[config.mk]
export PLATFORM = sky130hd
export DESIGN_NAME = clk_iq_mon
export DESIGN_NICKNAME = d
export VERILOG_FILES = /design/src/rtl/clk_iq_mon.sv
export SDC_FILE = /design/constraint.sdc
export NUM_CORES = 1
export LEC_CHECK = 0
export CELL_PAD_IN_SITES_DETAIL_PLACEMENT = 1
export CELL_PAD_IN_SITES_GLOBAL_PLACEMENT = 2
export CORE_MARGIN = 1
export CORE_UTILIZATION = 35
export DETAILED_ROUTE_END_ITERATION = 6
export PLACE_DENSITY_LB_ADDON = 0.1
export SKIP_CTS_REPAIR_TIMING = 1
export SLEW_MARGIN = 20
export SYNTH_ARGS = -nofsm -noshare
export SYNTH_HDL_FRONTEND = slang
export SYNTH_SLANG_ARGS = --single-unit
[constraint.sdc]
create_clock -name cki -period 2.6 [get_ports cki]
set_clock_uncertainty 0.15 [all_clocks]
set_input_delay 0.39 -clock cki [delete_from_list [all_inputs] [get_ports cki]]
set_output_delay 0.39 -clock cki [all_outputs]
set_load 0.05 [all_outputs]
[src/rtl/clk_iq_mon.sv]
// -----------------------------------------------------------------------------
// clk_iq_mon
//   Lock/health monitor for the /2 I/Q clock divider. The 4-phase bus
//   {~Q,~I,Q,I} is sampled on every rising edge of the full-rate clock and
//   checked for complement, quadrature and toggle integrity. An acquire/lock
//   state machine tracks link health, per-sample errors are reported as
//   single-cycle pulses, and a saturating error count is kept for firmware.
//
// Parameters
//   SYNC_STAGES : flops on iq_in ahead of the sample register (0..3)
//   LOCK_CNT    : consecutive good samples needed to declare lock (2..255)
//   ERR_TOL     : consecutive bad samples in LOCKED that drop lock (1..15)
//   ERR_W       : width of err_cnt (saturates at all-ones)
//
// Ports
//   cki       in   full-rate clock (same clock that drives the divider)
//   rstn      in   asynchronous active-low reset
//   en        in   monitor enable; 0 freezes FSM/counters, no errors flagged
//   clr       in   synchronous clear of err_cnt and lost_lock
//   iq_in     in   [0]=I [1]=Q [2]=~I [3]=~Q
//   lock      out  1 while the FSM is in LOCKED
//   err       out  1-cycle pulse per bad checked sample
//   err_code  out  {toggle, quadrature, complement} failure flags, valid with err
//   err_cnt   out  saturating count of bad samples
//   lost_lock out  sticky, set on LOCKED->ACQ, cleared by clr
// -----------------------------------------------------------------------------
module clk_iq_mon #(
  parameter int SYNC_STAGES = 2,
  parameter int LOCK_CNT    = 16,
  parameter int ERR_TOL     = 3,
  parameter int ERR_W       = 8
) (
  input  logic             cki,
  input  logic             rstn,
  input  logic             en,
  input  logic             clr,
  input  logic [3:0]       iq_in,
  output logic             lock,
  output logic             err,
  output logic [2:0]       err_code,
  output logic [ERR_W-1:0] err_cnt,
  output logic             lost_lock
);

  typedef enum logic {
    ACQ    = 1'b0,
    LOCKED = 1'b1
  } state_t;

  state_t     state_q, state_d;
  logic [3:0] synced;
  logic [3:0] s;
  logic       prev_i;
  logic       hist_vld;
  logic [7:0] good_cnt;
  logic [3:0] bad_cnt;
  logic       c0, c1, c2;
  logic       bad, good;
  logic       lock_loss;

  // ---------------------------------------------------------------------------
  // Synchronizer pipe; keeps running regardless of en.
  // ---------------------------------------------------------------------------
  if (SYNC_STAGES == 0) begin : g_no_sync
    assign synced = iq_in;
  end else begin : g_sync
    logic [3:0] sync_q [SYNC_STAGES];

    // NOTE: this small flop array is reset element by element; it is a
    // register chain, not a RAM, so a reset costs nothing and keeps the
    // first checked samples deterministic.
    always_ff @(posedge cki or negedge rstn) begin
      if (!rstn) begin
        for (int i = 0; i < SYNC_STAGES; i++) sync_q[i] <= '0;
      end else begin
        sync_q[0] <= iq_in;
        for (int i = 1; i < SYNC_STAGES; i++) sync_q[i] <= sync_q[i-1];
      end
    end

    assign synced = sync_q[SYNC_STAGES-1];
  end

  // NOTE: every sequential process uses non-blocking assignments so all
  // flops see pre-edge values and simulation matches the synthesized netlist.
  always_ff @(posedge cki or negedge rstn) begin
    if (!rstn) s <= '0;
    else       s <= synced;
  end

  // Toggle history: prev_i follows every enabled sample, good or bad.
  // hist_vld drops whenever the monitor is disabled so the first sample
  // after re-enable skips the toggle check.
  always_ff @(posedge cki or negedge rstn) begin
    if (!rstn) begin
      prev_i   <= 1'b0;
      hist_vld <= 1'b0;
    end else if (en) begin
      prev_i   <= s[0];
      hist_vld <= 1'b1;
    end else begin
      hist_vld <= 1'b0;
    end
  end

  // ---------------------------------------------------------------------------
  // Sample checks
  // ---------------------------------------------------------------------------
  always_comb begin
    // Inverted lines must be the exact complement of the true lines.
    c0   = (s[2] == s[0]) || (s[3] == s[1]);
    // At cki rise Q has caught up with I, so I and Q must agree.
    c1   = (s[0] != s[1]);
    // I must change on every full-rate edge.
    c2   = hist_vld && (s[0] == prev_i);
    bad  = en && (c0 || c1 || c2);
    good = en && !(c0 || c1 || c2);
  end

  always_ff @(posedge cki or negedge rstn) begin
    if (!rstn) begin
      err      <= 1'b0;
      err_code <= '0;
    end else begin
      err      <= bad;
      err_code <= bad ? {c2, c1, c0} : 3'b000;
    end
  end

  // ---------------------------------------------------------------------------
  // Acquire/lock FSM
  // ---------------------------------------------------------------------------
  always_ff @(posedge cki or negedge rstn) begin
    if (!rstn) state_q <= ACQ;
    else       state_q <= state_d;
  end

  // NOTE: next state defaults to the current state before the case so no
  // path leaves state_d unassigned and no latch is inferred.
  always_comb begin
    state_d = state_q;
    case (state_q)
      ACQ: begin
        if (good && (good_cnt == 8'(LOCK_CNT - 1))) state_d = LOCKED;
      end
      LOCKED: begin
        if (bad && (bad_cnt == 4'(ERR_TOL - 1))) state_d = ACQ;
      end
      default: state_d = ACQ;
    endcase
  end

  always_comb begin
    lock      = (state_q == LOCKED);
    lock_loss = (state_q == LOCKED) && (state_d == ACQ);
  end

  // Run-length counters; both hold while en=0 (good and bad are both 0 then).
  always_ff @(posedge cki or negedge rstn) begin
    if (!rstn) begin
      good_cnt <= '0;
      bad_cnt  <= '0;
    end else if (en) begin
      if (state_q == ACQ) begin
        bad_cnt <= '0;
        if (bad || state_d == LOCKED) good_cnt <= '0;
        else                          good_cnt <= good_cnt + 8'd1;
      end else begin
        good_cnt <= '0;
        if (good || lock_loss) bad_cnt <= '0;
        else                   bad_cnt <= bad_cnt + 4'd1;
      end
    end
  end

  // ---------------------------------------------------------------------------
  // Error count and sticky lock-loss flag
  // ---------------------------------------------------------------------------
  // clr beats a concurrent bad sample for the count.
  always_ff @(posedge cki or negedge rstn) begin
    if (!rstn) begin
      err_cnt <= '0;
    end else if (clr) begin
      err_cnt <= '0;
    end else if (bad && (err_cnt != {ERR_W{1'b1}})) begin
      err_cnt <= err_cnt + ERR_W'(1);
    end
  end

  // A concurrent lock loss beats clr so the event is never missed.
  always_ff @(posedge cki or negedge rstn) begin
    if (!rstn)          lost_lock <= 1'b0;
    else if (lock_loss) lost_lock <= 1'b1;
    else if (clr)       lost_lock <= 1'b0;
  end

endmodule

==> metrics.md <==
| Metric | Value |
|---|---|
| Clock Sinks | `40` |
| Placed Cells | `249` |
| RSZ-0062 raised after global routing | `no` |
| DR iter-0 viols | `31` |
| Area of the multi-input gates | `712 um^2` |
| Leak Pwr | `0.927 nW` |
| Critical-path top delay cell | `clkdlybuf4s50_1` |
| Chip height | `73.2 um` |
| Vias per cell | `5.22` |
| DR pass1 iterations | `4` |
| Total Wirelength | `3790 um` |
| Initial antenna violation count | `0` |
| Post-synthesis sequential area ratio | `56.5%` |
| Commonest non-fill, non-tap cell in the layout | `dfrtp_1` |
| CP required | `2.06 ns` |
| Final Non-Filler Cells | `257` |
| Worst Hold Class | `in -> async` |
| Port-buffer cells | `21` |
| Fin nets | `201` |
| Combinational share of power | `18.0%` |
| Sw power | `0.000466 W` |
| Final Hold Viols | `0` |
| DR WL/cell | `14.7 um` |
| Ys async rst share | `100%` |
| Syn_area_per_cell | `10.9 um^2` |
| Number of diodes | `0` |
| Cells after Synth | `163` |
| Mapped cell area | `0.00177 mm^2` |
| Main synth FF type | `dfrtp_1` |
| CP Buf/Inv Count | `1` |
| Max-cap violations | `0` |
| Core area | `0.00479 mm^2` |
| Arr. time, crit path | `1.71 ns` |
| Slew margin rel. | `40.3%` |
| Commonest non-fill, non-tap cells in the layout | `dfrtp_1 (40), clkdlybuf4s50_1 (20), nand2_1 (13)` |
| CTS tree | `built` |
| Congestion Overflow GR | `0` |
| Status | `completed` |
| Worst-path fanout max | `10` |
| Clock latency on the worst-skew pair | `0.30 ns` |
| Final setup violation count | `0` |
| Synth-to-Final Area Change | `23.2%` |
| Power Dens Cells | `700 mW/mm^2` |
| Vias in the first global route | `1421` |
| First-pass GRT wire length | `6720 um` |
| Max-slew violation count | `0` |
| WS Path Type | `reg -> out` |
| Pin count of the biggest net entering global routing | `41` |
| Clock buffer depth | `2` |
| Initial core utilization | `37.0%` |
| Worst-path clk slew | `0.09 ns` |
| Fmax achieved | `445 MHz` |
| Slew @ Worst Pin | `0.895 ns` |
| Max stage delay on crit path | `0.87 ns` |
| Tmin final | `2.25 ns` |
| Clock network power share | `34.7%` |
| Ratio of cells with drive above 1 in the final layout | `10.5%` |
| Fin crit share | `86.5%` |
| Root buffer cell | `clkbuf_8` |
| Synthesis Warnings | `0` |
| Internal power component | `0.00106 W` |
| Worst vdd ir | `0.412 mV` |
| Routability cong. | `0.735` |
| Synth Net Count | `175` |
| Seq pwr share | `47.3%` |
| CP Capture Type | `output pin` |
| Die Wd | `73.2 um` |
| Routed vias | `1341` |
| Routed Antenna Nets | `0` |
| Hpwl dp | `2650 um` |
| Cell family with most CP delay | `buffers and inverters` |
| Critical Path Start Type | `flip-flop` |
| Synth unique cells | `40` |
| Total die area | `0.00535 mm^2` |
| Number of top-level pins | `22` |
| Net Sw Frac | `30.5%` |
| Flops & latches, synth | `40` |
| Global Route Usage Sum | `16.8%` |
| Sequential cell area | `0.00100 mm^2` |
| CP Cell Sequence | `clkdlybuf4s50_1` |
| Number of synthesized flops with an enable pin | `0` |
| CTS Buf Count | `5` |
| Fillers | `547` |
| H-tree depth | `2` |
| Fin Setup TNS | `0 ns` |
| FP Rows | `25` |
| # DRC | `0` |
-- cell families after synthesis --
logic type / count (synthesis) / share of synthesized area, %
simple gates: 62 / 18.8
flops: 40 / 56.5
compound gates: 32 / 12.9
buf+inv: 15 / 3.39
xor+xnor: 5 / 2.47
mux: 5 / 3.18
fa+ha+maj: 4 / 2.82
-- synth_stat cells, drive strengths merged, types with 2 or more instances --
library cell	number	area share (%)
nor3	4	1.1
a21oi	5	1.4
xor2	2	0.99
o31ai	5	2.1
nor4	5	1.8
dfrtp	40	56
nand4	3	1.1
clkbuf	6	1.3
a22o	4	2.0
xnor2	3	1.5
nor3b	2	0.85
or3	2	0.71
nor2	10	2.1
ha	4	2.8
nor2b	7	2.5
o21ai	6	1.9
inv	7	1.5
nand2	13	2.8
and3	2	0.71
mux2	5	3.2
nand3	7	2.0
or4	3	1.3
o41ai	2	0.99
-- stage by stage --
step | total power, W | area [um^2] | utilization (%) | hold slack [ns] | setup WS (ns)
after floorplan | 0.000904 | 1770 | - | -0.0556 | 0.567
after global placement | 0.00101 | 2070 | 43.2 | 0.183 | 0.258
after detailed placement | 0.00102 | 2070 | 43.2 | 0.186 | 0.148
after CTS | 0.00156 | 2180 | 45.6 | 0.0878 | 0.329
after global routing | 0.00161 | 2180 | 45.6 | 0.121 | 0.261
final | 0.00153 | 2180 | 45.6 | 0.0523 | 0.351
-- layer usage --
| layer | global-route usage, % | vias to the layer above | share of wire [%] |
|---|---|---|---|
| li1 | - | 643 | - |
| met1 | 19.5 | 669 | 43 |
| met2 | 29.0 | 22 | 51 |
| met3 | 4.28 | 7 | 3.3 |
| met4 | 7.84 | 0 | 2.1 |
| met5 | 0 | - | 0 |
-- final timing paths --
path / slack, ns / startpoint / cells after the start / end
setup / recovery: 0.35 / lock$_DFF_PN0_ / 1 / lock
hold / removal: 0.05 / rstn / 1 / err_cnt[4]$_DFFE_PN0P_
setup reg to reg: 0.40 / s[0]$_DFF_PN0_ / 4 / err_cnt[6]$_DFFE_PN0P_
hold reg to reg: 0.20 / g_sync.sync_q[7]$_DFF_PN0_ / 0 / synced[3]$_DFF_PN0_
max in group asynchronous: 1.68 / rstn / 1 / bad_cnt[3]$_DFFE_PN0P_
min in group cki: 0.20 / g_sync.sync_q[7]$_DFF_PN0_ / 0 / synced[3]$_DFF_PN0_
-- flip-flops by register name, indices dropped and copies added (netlist names), 3 cells and up --
name           cells
bad_cnt            4
err_cnt            8
synced             4
s                  4
good_cnt           8
err_code           3
g_sync.sync_q      4
-- power groups by stage --
stage	clock network [W]	registers [W]	logic (W)
2_1_floorplan	0	0.000774	0.000130
6_report	0.000531	0.000723	0.000275
5_1_grt	0.000567	0.000735	0.000305
3_5_place_dp	0	0.000738	0.000279
4_1_cts	0.000549	0.000726	0.000280
3_3_place_gp	0	0.000734	0.000274
-- cell type report --
class	instances	area share, %
sequential	40	45.8
multi-input combinational	108	32.6
timing repair buffer	26	11.1
tap	67	3.84
clock buffer	5	3.15
clock inverter	3	2.12
inverter	8	1.37
Power figures use the tool's default switching activity.
